[src/rtl/fwd_arbiter.sv]
// Round-robin arbiter sharing one packet forwarder among N_CORES filter cores.
// Offers the granted core's packet, routes the read port to it and returns done.
module fwd_arbiter #(
    parameter int N_CORES            = 4,
    parameter int SN_FWD_ADDR_WIDTH  = 8,
    parameter int SN_FWD_DATA_WIDTH  = 64,
    parameter int PLEN_WIDTH         = 32,
    parameter int IDX_W              = (N_CORES > 1) ? $clog2(N_CORES) : 1
) (
    input  logic                                   clk,
    input  logic                                   rst,
    input  logic [N_CORES-1:0]                     core_rdy_for_fwd,
    output logic [N_CORES-1:0]                     core_rdy_for_fwd_ack,
    input  logic [N_CORES*PLEN_WIDTH-1:0]          core_byte_len,
    output logic [SN_FWD_ADDR_WIDTH-1:0]           core_fwd_addr,
    output logic [N_CORES-1:0]                     core_fwd_rd_en,
    input  logic [N_CORES*SN_FWD_DATA_WIDTH-1:0]   core_fwd_rd_data,
    input  logic [N_CORES-1:0]                     core_fwd_rd_data_vld,
    output logic [N_CORES-1:0]                     core_fwd_done,
    output logic                                   rdy_for_fwd,
    input  logic                                   rdy_for_fwd_ack,
    output logic [PLEN_WIDTH-1:0]                  fwd_byte_len,
    input  logic [SN_FWD_ADDR_WIDTH-1:0]           fwd_addr,
    input  logic                                   fwd_rd_en,
    output logic [SN_FWD_DATA_WIDTH-1:0]           fwd_rd_data,
    output logic                                   fwd_rd_data_vld,
    input  logic                                   fwd_done,
    output logic [IDX_W-1:0]                       grant_idx
);

    typedef enum logic [1:0] {
        IDLE  = 2'd0,
        OFFER = 2'd1,
        BUSY  = 2'd2
    } state_t;

    state_t                  state_r;
    state_t                  state_nxt_s;
    logic [IDX_W-1:0]        rr_ptr_r;
    logic [IDX_W-1:0]        rr_ptr_nxt_s;
    logic [IDX_W-1:0]        grant_r;
    logic [IDX_W-1:0]        grant_nxt_s;
    logic [PLEN_WIDTH-1:0]   len_r;
    logic [PLEN_WIDTH-1:0]   len_nxt_s;
    logic [IDX_W-1:0]        pick_s;
    logic                    pick_vld_s;
    logic                    active_s;

    // Modular add over core indices; both operands are below N_CORES so one
    // conditional subtraction is enough, which also covers non-power-of-two counts.
    function automatic logic [IDX_W-1:0] wrap_add(input logic [IDX_W-1:0] base,
                                                  input logic [IDX_W:0]   off);
        logic [IDX_W+1:0] sum;
        sum = {2'b00, base} + {1'b0, off};
        sum = (sum >= (IDX_W+2)'(N_CORES)) ? (sum - (IDX_W+2)'(N_CORES)) : sum;
        return sum[IDX_W-1:0];
    endfunction

    // Round-robin search: scan offsets high to low so the nearest request from rr_ptr wins.
    always_comb begin
        logic [IDX_W-1:0] cand;
        cand       = '0;
        pick_s     = '0;
        pick_vld_s = 1'b0;
        for (int i = N_CORES - 1; i >= 0; i--) begin
            cand = wrap_add(rr_ptr_r, (IDX_W+1)'(i));
            if (core_rdy_for_fwd[cand]) begin
                pick_s     = cand;
                pick_vld_s = 1'b1;
            end else begin
                pick_s     = pick_s;
                pick_vld_s = pick_vld_s;
            end
        end
    end

    // Next-state logic plus the zero-latency ack and done pulses to the granted core.
    always_comb begin
        state_nxt_s          = state_r;
        rr_ptr_nxt_s         = rr_ptr_r;
        grant_nxt_s          = grant_r;
        len_nxt_s            = len_r;
        core_rdy_for_fwd_ack = '0;
        core_fwd_done        = '0;
        case (state_r)
            IDLE: begin
                if (pick_vld_s) begin
                    grant_nxt_s = pick_s;
                    len_nxt_s   = core_byte_len[pick_s*PLEN_WIDTH +: PLEN_WIDTH];
                    state_nxt_s = OFFER;
                end else begin
                    state_nxt_s = IDLE;
                end
            end
            OFFER: begin
                // A withdrawn request beats a simultaneous ack: never ack a core that let go.
                if (!core_rdy_for_fwd[grant_r]) begin
                    state_nxt_s = IDLE;
                end else if (rdy_for_fwd_ack) begin
                    core_rdy_for_fwd_ack[grant_r] = 1'b1;
                    state_nxt_s                   = BUSY;
                end else begin
                    state_nxt_s = OFFER;
                end
            end
            BUSY: begin
                if (fwd_done) begin
                    core_fwd_done[grant_r] = 1'b1;
                    rr_ptr_nxt_s           = wrap_add(grant_r, (IDX_W+1)'(1));
                    state_nxt_s            = IDLE;
                end else begin
                    state_nxt_s = BUSY;
                end
            end
            default: begin
                state_nxt_s = IDLE;
            end
        endcase
    end

    // State and grant registers; reset abandons any grant without a done pulse.
    always_ff @(posedge clk or posedge rst) begin
        if (rst) begin
            state_r  <= IDLE;
            rr_ptr_r <= '0;
            grant_r  <= '0;
            len_r    <= '0;
        end else begin
            state_r  <= state_nxt_s;
            rr_ptr_r <= rr_ptr_nxt_s;
            grant_r  <= grant_nxt_s;
            len_r    <= len_nxt_s;
        end
    end

    assign active_s      = (state_r == OFFER) || (state_r == BUSY);
    assign rdy_for_fwd   = (state_r == OFFER);
    assign fwd_byte_len  = len_r;
    assign grant_idx     = grant_r;
    assign core_fwd_addr = fwd_addr;

    // Read-port routing: only the granted core sees the enable and only its data returns.
    always_comb begin
        core_fwd_rd_en  = '0;
        fwd_rd_data     = '0;
        fwd_rd_data_vld = 1'b0;
        if (active_s) begin
            core_fwd_rd_en[grant_r] = fwd_rd_en;
            fwd_rd_data             = core_fwd_rd_data[grant_r*SN_FWD_DATA_WIDTH +: SN_FWD_DATA_WIDTH];
            fwd_rd_data_vld         = core_fwd_rd_data_vld[grant_r];
        end else begin
            core_fwd_rd_en  = '0;
            fwd_rd_data     = '0;
            fwd_rd_data_vld = 1'b0;
        end
    end

endmodule

[config.mk]
export PLATFORM = sky130hd
export DESIGN_NAME = fwd_arbiter
export DESIGN_NICKNAME = d
export VERILOG_FILES = /design/src/rtl/fwd_arbiter.sv
export SDC_FILE = /design/constraint.sdc
export NUM_CORES = 1
export LEC_CHECK = 0
export ABC_AREA = 1
export CAP_MARGIN = 20
export CELL_PAD_IN_SITES_DETAIL_PLACEMENT = 0
export CELL_PAD_IN_SITES_GLOBAL_PLACEMENT = 1
export CORE_AREA = 2 2 202 204
export CTS_CLUSTER_DIAMETER = 50
export CTS_CLUSTER_SIZE = 8
export DETAILED_ROUTE_END_ITERATION = 10
export DIE_AREA = 0 0 204 206
export PLACE_DENSITY_LB_ADDON = 0.1
export SLEW_MARGIN = 10
export SYNTH_ARGS = -nofsm -noshare
export SYNTH_HDL_FRONTEND = slang
export SYNTH_SLANG_ARGS = --single-unit
[constraint.sdc]
create_clock -name clk -period 1.8 [get_ports clk]
set_input_delay 0.36 -clock clk [delete_from_list [all_inputs] [get_ports clk]]
set_output_delay 0.36 -clock clk [all_outputs]
set_load 0.02 [all_outputs]
---- Word level (Yosys, flattened, before mapping) ----
Index checks and enable logic that the tools add are counted.
operators by class
  $add $sub $neg .......................... 9
  magnitude comparators ................... 11
  equal/unequal tests ..................... 2
  shifts and indexed selects .............. 2
  muxes and demuxes ....................... 40
  bitwise logic cells ..................... 1
  reduce and logical (&&, ||, !) cells .... 5
operators by type and width
  cell                                                               number
  indexed part select 256 x 9 -> 64 bit                              1
  indexed part select 128 x 8 -> 32 bit                              1
  two-way mux 64 bit                                                 1
  two-way mux 2 bit                                                  12
  two-way mux 4 bit                                                  6
  less-than comparator 2 x 3 -> 1 bit, second input constant         5
  two-way mux 1 bit                                                  13
  binary-select mux 1 bit (select 2 bit)                             6
  greater-or-equal comparator 3 bit, second input constant           4
  subtractor 2 x 1 -> 2 bit, second input constant                   5
  adder 2 x 1 -> 3 bit, second input constant                        2
  adder 2 x 2 -> 3 bit, second input constant                        2
  one-hot mux 2 bit (3 select lines)                                 1
  AND 4 bit                                                          1
  AND reduction 2 bit                                                2
  greater-or-equal comparator 2 x 3 -> 1 bit, second input constant  1
  demux 1 bit (select 2 bit)                                         1
  equality test 2 x 1 -> 1 bit, second input constant                1
  equality test 2 bit, second input constant                         1
  greater-or-equal comparator 2 x 1 -> 1 bit, second input constant  1
  zero test 2 bit                                                    1
  logical AND 1 bit                                                  1
  logical OR 1 bit                                                   1
storage, ports and cells
  flip-flop bits (word level) ............. 38
  bits of input ports ..................... 405
  output and inout bits ................... 120

---- Depth between registers and ports, before layout ----
Gate-level depths: netlist of run 1.
  depth after elaboration ................. 11
  depth in mapped cells ................... 14
  mapped depth without buffers ............ 13

---- Least setup slack after synthesis of run 1 ----
OpenSTA, ideal clock, no wires.
  kind .................................... register to output
  start ................................... reg grant_r[0], in the netlist grant_idx[0]
  end ..................................... out fwd_rd_data[60]
  arrival time ............................ 1.901 ns
  setup slack ............................. -0.461 ns
  cell stages (with the launch flop) ...... 8
  buffers on the path ..................... 3
  path through ............................ dfrtp_1 -> clkbuf_1 -> clkbuf_1 -> clkbuf_1 -> nor2_1 -> nor2_1 -> o21ai_0 -> a21oi_1
between the ends
  word-level cells in the longest chain between the ends .. 2
RTL lines
  item                                   line  RTL
  start, declared                        41    logic [IDX_W-1:0] grant_r;
  start signal, assigned                 131   grant_r <= grant_nxt_s;
  indexed part select 256 x 9 -> 64 bit  149   fwd_rd_data = core_fwd_rd_data[grant_r*SN_FWD_DATA_WIDTH +: SN_FWD_DATA_WIDTH];
  two-way mux 64 bit                     147   if (active_s) begin
  end, declared                          25    output logic [SN_FWD_DATA_WIDTH-1:0] fwd_rd_data,
Every way passes these cells.

---- Worst setup path in the final report of run 1 ----
  start ................................... reg grant_r[0], in the netlist grant_idx[0]
  end ..................................... out fwd_rd_data[40]
Same word-level chain as after synthesis.

==> results of run 1 <==
[report_power, final]
group,total (uW),internal [uW],switching (uW)
logic,28400,13800,14600
clock network,965,551,414
registers,1660,1350,315
[state kept, by name, indices dropped and copies added, names as in the netlist]
| signal | cells |
|---|---|
| fwd_byte_len | 32 |
| grant_idx | 2 |
| rr_ptr_r | 2 |
| state_r | 2 |
[layout make-up]
class	count	area [sq um]
timing repair buffer	679	7797
sequential	38	958.4
clock inverter	2	12.51
timing repair inverter	2	27.53
antenna	6	15.01
clock buffer	6	138.9
multi-input combinational	836	5538
inverter	36	209.0
fill	4184	24820
tap	532	665.6
[critical path, stage by stage (launching register included)]
cell,delay [ps]
dfrtp_4,530
buf_12,180
buf_8,130
buf_8,120
nor2_4,30
nor2_2,90
o21ai_1,80
a21oi_2,170
buf_12,140
[through the flow]
step / cells / setup slack (ps)
floorplan: 996 / -26.71
global placement: 2039 / -793.7
detailed placement: 2039 / -813.4
CTS: 2112 / -379.0
global route: 2134 / -427.6
finish: 2137 / -336.1
[cell usage in the layout (no fill, tap or decap), types with 41 or more instances in the layout]
master / instances
nor2_4: 44
nand3_2: 73
buf_4: 65
buf_6: 89
nand2_1: 96
nand3_1: 41
buf_12: 53
o21ai_1: 83
clkdlybuf4s50_1: 424
a21oi_2: 59
nor2_1: 209
nor2_2: 67
[cell families (layout without fill, tap and decap cells)]
group,count (synthesis),in the layout,synth area share [%]
and+or+nand+nor,620,620,49.93
AOI/OAI and AO/OA,207,207,19.70
buffers and inverters,122,725,10.21
DFF,38,38,18.09
adders and majority gates,8,8,1.904
xor gates and xnor gates,1,1,0.1666
other,0,6,0
[worst paths after layout]
check                                             from                            to  cells past startpoint
setup / recovery              grant_idx[0]$_DFFE_PP0P_               fwd_rd_data[40]                      8
hold / removal                                     rst      grant_idx[0]$_DFFE_PP0P_                      3
setup reg to reg               rr_ptr_r[0]$_DFFE_PP0P_  fwd_byte_len[12]$_DFFE_PP0P_                     14
hold reg to reg            fwd_byte_len[3]$_DFFE_PP0P_   fwd_byte_len[3]$_DFFE_PP0P_                      2
max in group asynchronous                          rst  fwd_byte_len[30]$_DFFE_PP0P_                      3
min in group clk           fwd_byte_len[3]$_DFFE_PP0P_   fwd_byte_len[3]$_DFFE_PP0P_                      2
[routing by layer]
metal	GRT usage, %	vias up
met5	0	-
met4	3.623	6
met3	5.172	37
met2	35.84	314
met1	23.38	4189
li1	-	4460
[what timing repair did]
item	4_1_cts	5_1_grt
setup buffers	40	19
setup endpoints to repair	114	112
resized for setup	728	274
pin swaps	86	141
gates cloned	26	11
==> results.sh, run 1 <==
export IMPL_power_uw=31040
export IMPL_hold_path_class="in2async"
export IMPL_grt_usage_pct=19.72
export IMPL_grt_start_max_net_pins=51
export IMPL_startpoint_type="flip-flop"
export IMPL_drtPass1Iterations=6
export IMPL_drv_cap=0
export IMPL_synth_common_cells="nor2_1 (308), nand2_1 (150), o21ai_0 (134), nand3_1 (123), a21oi_1 (72)"
export IMPL_ys_seq_area_share_pct=18.09
export IMPL_vias=9006
export IMPL_avgSynthCellArea_sq_um=5.279
export IMPL_rrSetupSlack_ps=-200
export IMPL_wl_per_cell_microns=20.75
export IMPL_period_share_pct=118.7
export IMPL_grt_pass1_wl_mm=61.35
export IMPL_status="finished with violations"
export IMPL_cts_hold_fix_buffers=0
export IMPL_tightest_slew_ps=441.1
export IMPL_synth_area_sq_mm=0.005258
export IMPL_slew_headroom_pct=70.59
export IMPL_htreeDepth=2
export IMPL_die_height_microns=206
export IMPL_start_util_pct=13.08
export IMPL_yosys_area_top_type="nor2_1"
export IMPL_drt_iter0_drc=292
export IMPL_layout_area_overhead_vs_synth_pct=192.2
export IMPL_placed_cell_area_sq_mm=0.01201
export IMPL_core_area_sq_mm=0.04018
export IMPL_clock_skew_ps=6.843
export IMPL_antenna_found_initial=8
export IMPL_maxSlewViolCount=0
export IMPL_antenna_left=0
export IMPL_yosys_warnings=0
export IMPL_yosysTopAreaCellShare_pct=21.99
export IMPL_synthMostInstantiatedCell="nor2_1"
export IMPL_finalSetupViolations=111
export IMPL_critical_path_class="reg2out"
export IMPL_ys_types=26
export IMPL_fin_area_sq_mm=0.01536
export IMPL_ir_worst_vdd_mv=0.8109
export IMPL_violations="negative setup slack"
export IMPL_postSynthNetCount=1409
export IMPL_ys_seq_elements=38
export IMPL_period_minus_slack_ps=2136
export IMPL_place_gp_congestion=0.7877
export IMPL_synth_area_top_cells="nor2_1 (22%), dfrtp_1 (18%), o21ai_0 (13%), nand3_1 (12%), nand2_1 (11%)"
export IMPL_grt_overflow_total=0
export IMPL_setup_slack_ps=-336.1
export IMPL_final_core_util_pct=38.23
export IMPL_cts_sinks=38
export IMPL_powerDensity_mw_per_mm2=2021
export IMPL_wl_met2_mm=22.51
export IMPL_clockRootBuffer="clkbuf_16"
export IMPL_fp_dieArea_sq_mm=0.04202
export IMPL_routed_wl_mm=44.34
export IMPL_grt_pass1_vias=9091
export IMPL_max_freq_mhz=468.1
export IMPL_clock_latency_ps=300
export IMPL_die_w_microns=204
export IMPL_tns_ps=-25560
export IMPL_io_buffers=508
export IMPL_required_ps=1440
export IMPL_io_pins=525
export IMPL_cts_buffers=5
export IMPL_wl_met3_mm=3.225
export IMPL_ys_flop_type="dfrtp_1"
export IMPL_vias_per_cell=4.214
export IMPL_clockBufferDepth=2
export IMPL_synth_edf_count=0
export IMPL_whs_ps=384.9
export IMPL_cts_tree="built"
export IMPL_dp_hpwl_mm=30.95
export IMPL_critPathMaxFanout=8
export IMPL_syn_inst=996
export IMPL_drc=0
export IMPL_async_flop_share_pct=100.0
export IMPL_rsz0062_at_grt="true"
export IMPL_highest_layer="met5"
export IMPL_wl_met1_mm=17.95
export IMPL_drive_above_1_share_pct=40.34
export IMPL_p_leak_uw=0.006286
export IMPL_num_rows=74
export IMPL_hold_violations=0
export IMPL_path_clk_slew_ps=60
export IMPL_worstPathArrival_ps=1780
export IMPL_fin_nets=2011
export IMPL_crit_path_end_kind="primary output"
(Power assumes the default switching activity.)
==> inputs of run 2 (changes only) <==
--- a/config.mk
+++ b/config.mk
@@ -15,7 +15,7 @@
 export DETAILED_ROUTE_END_ITERATION = 10
 export DIE_AREA = 0 0 204 206
 export PLACE_DENSITY_LB_ADDON = 0.1
-export SLEW_MARGIN = 10
+export SLEW_MARGIN = 20
 export SYNTH_ARGS = -nofsm -noshare
 export SYNTH_HDL_FRONTEND = slang
 export SYNTH_SLANG_ARGS = --single-unit
==> results of run 2 <==
No change in the layout: final DEF, timing and power equal those of run 1.
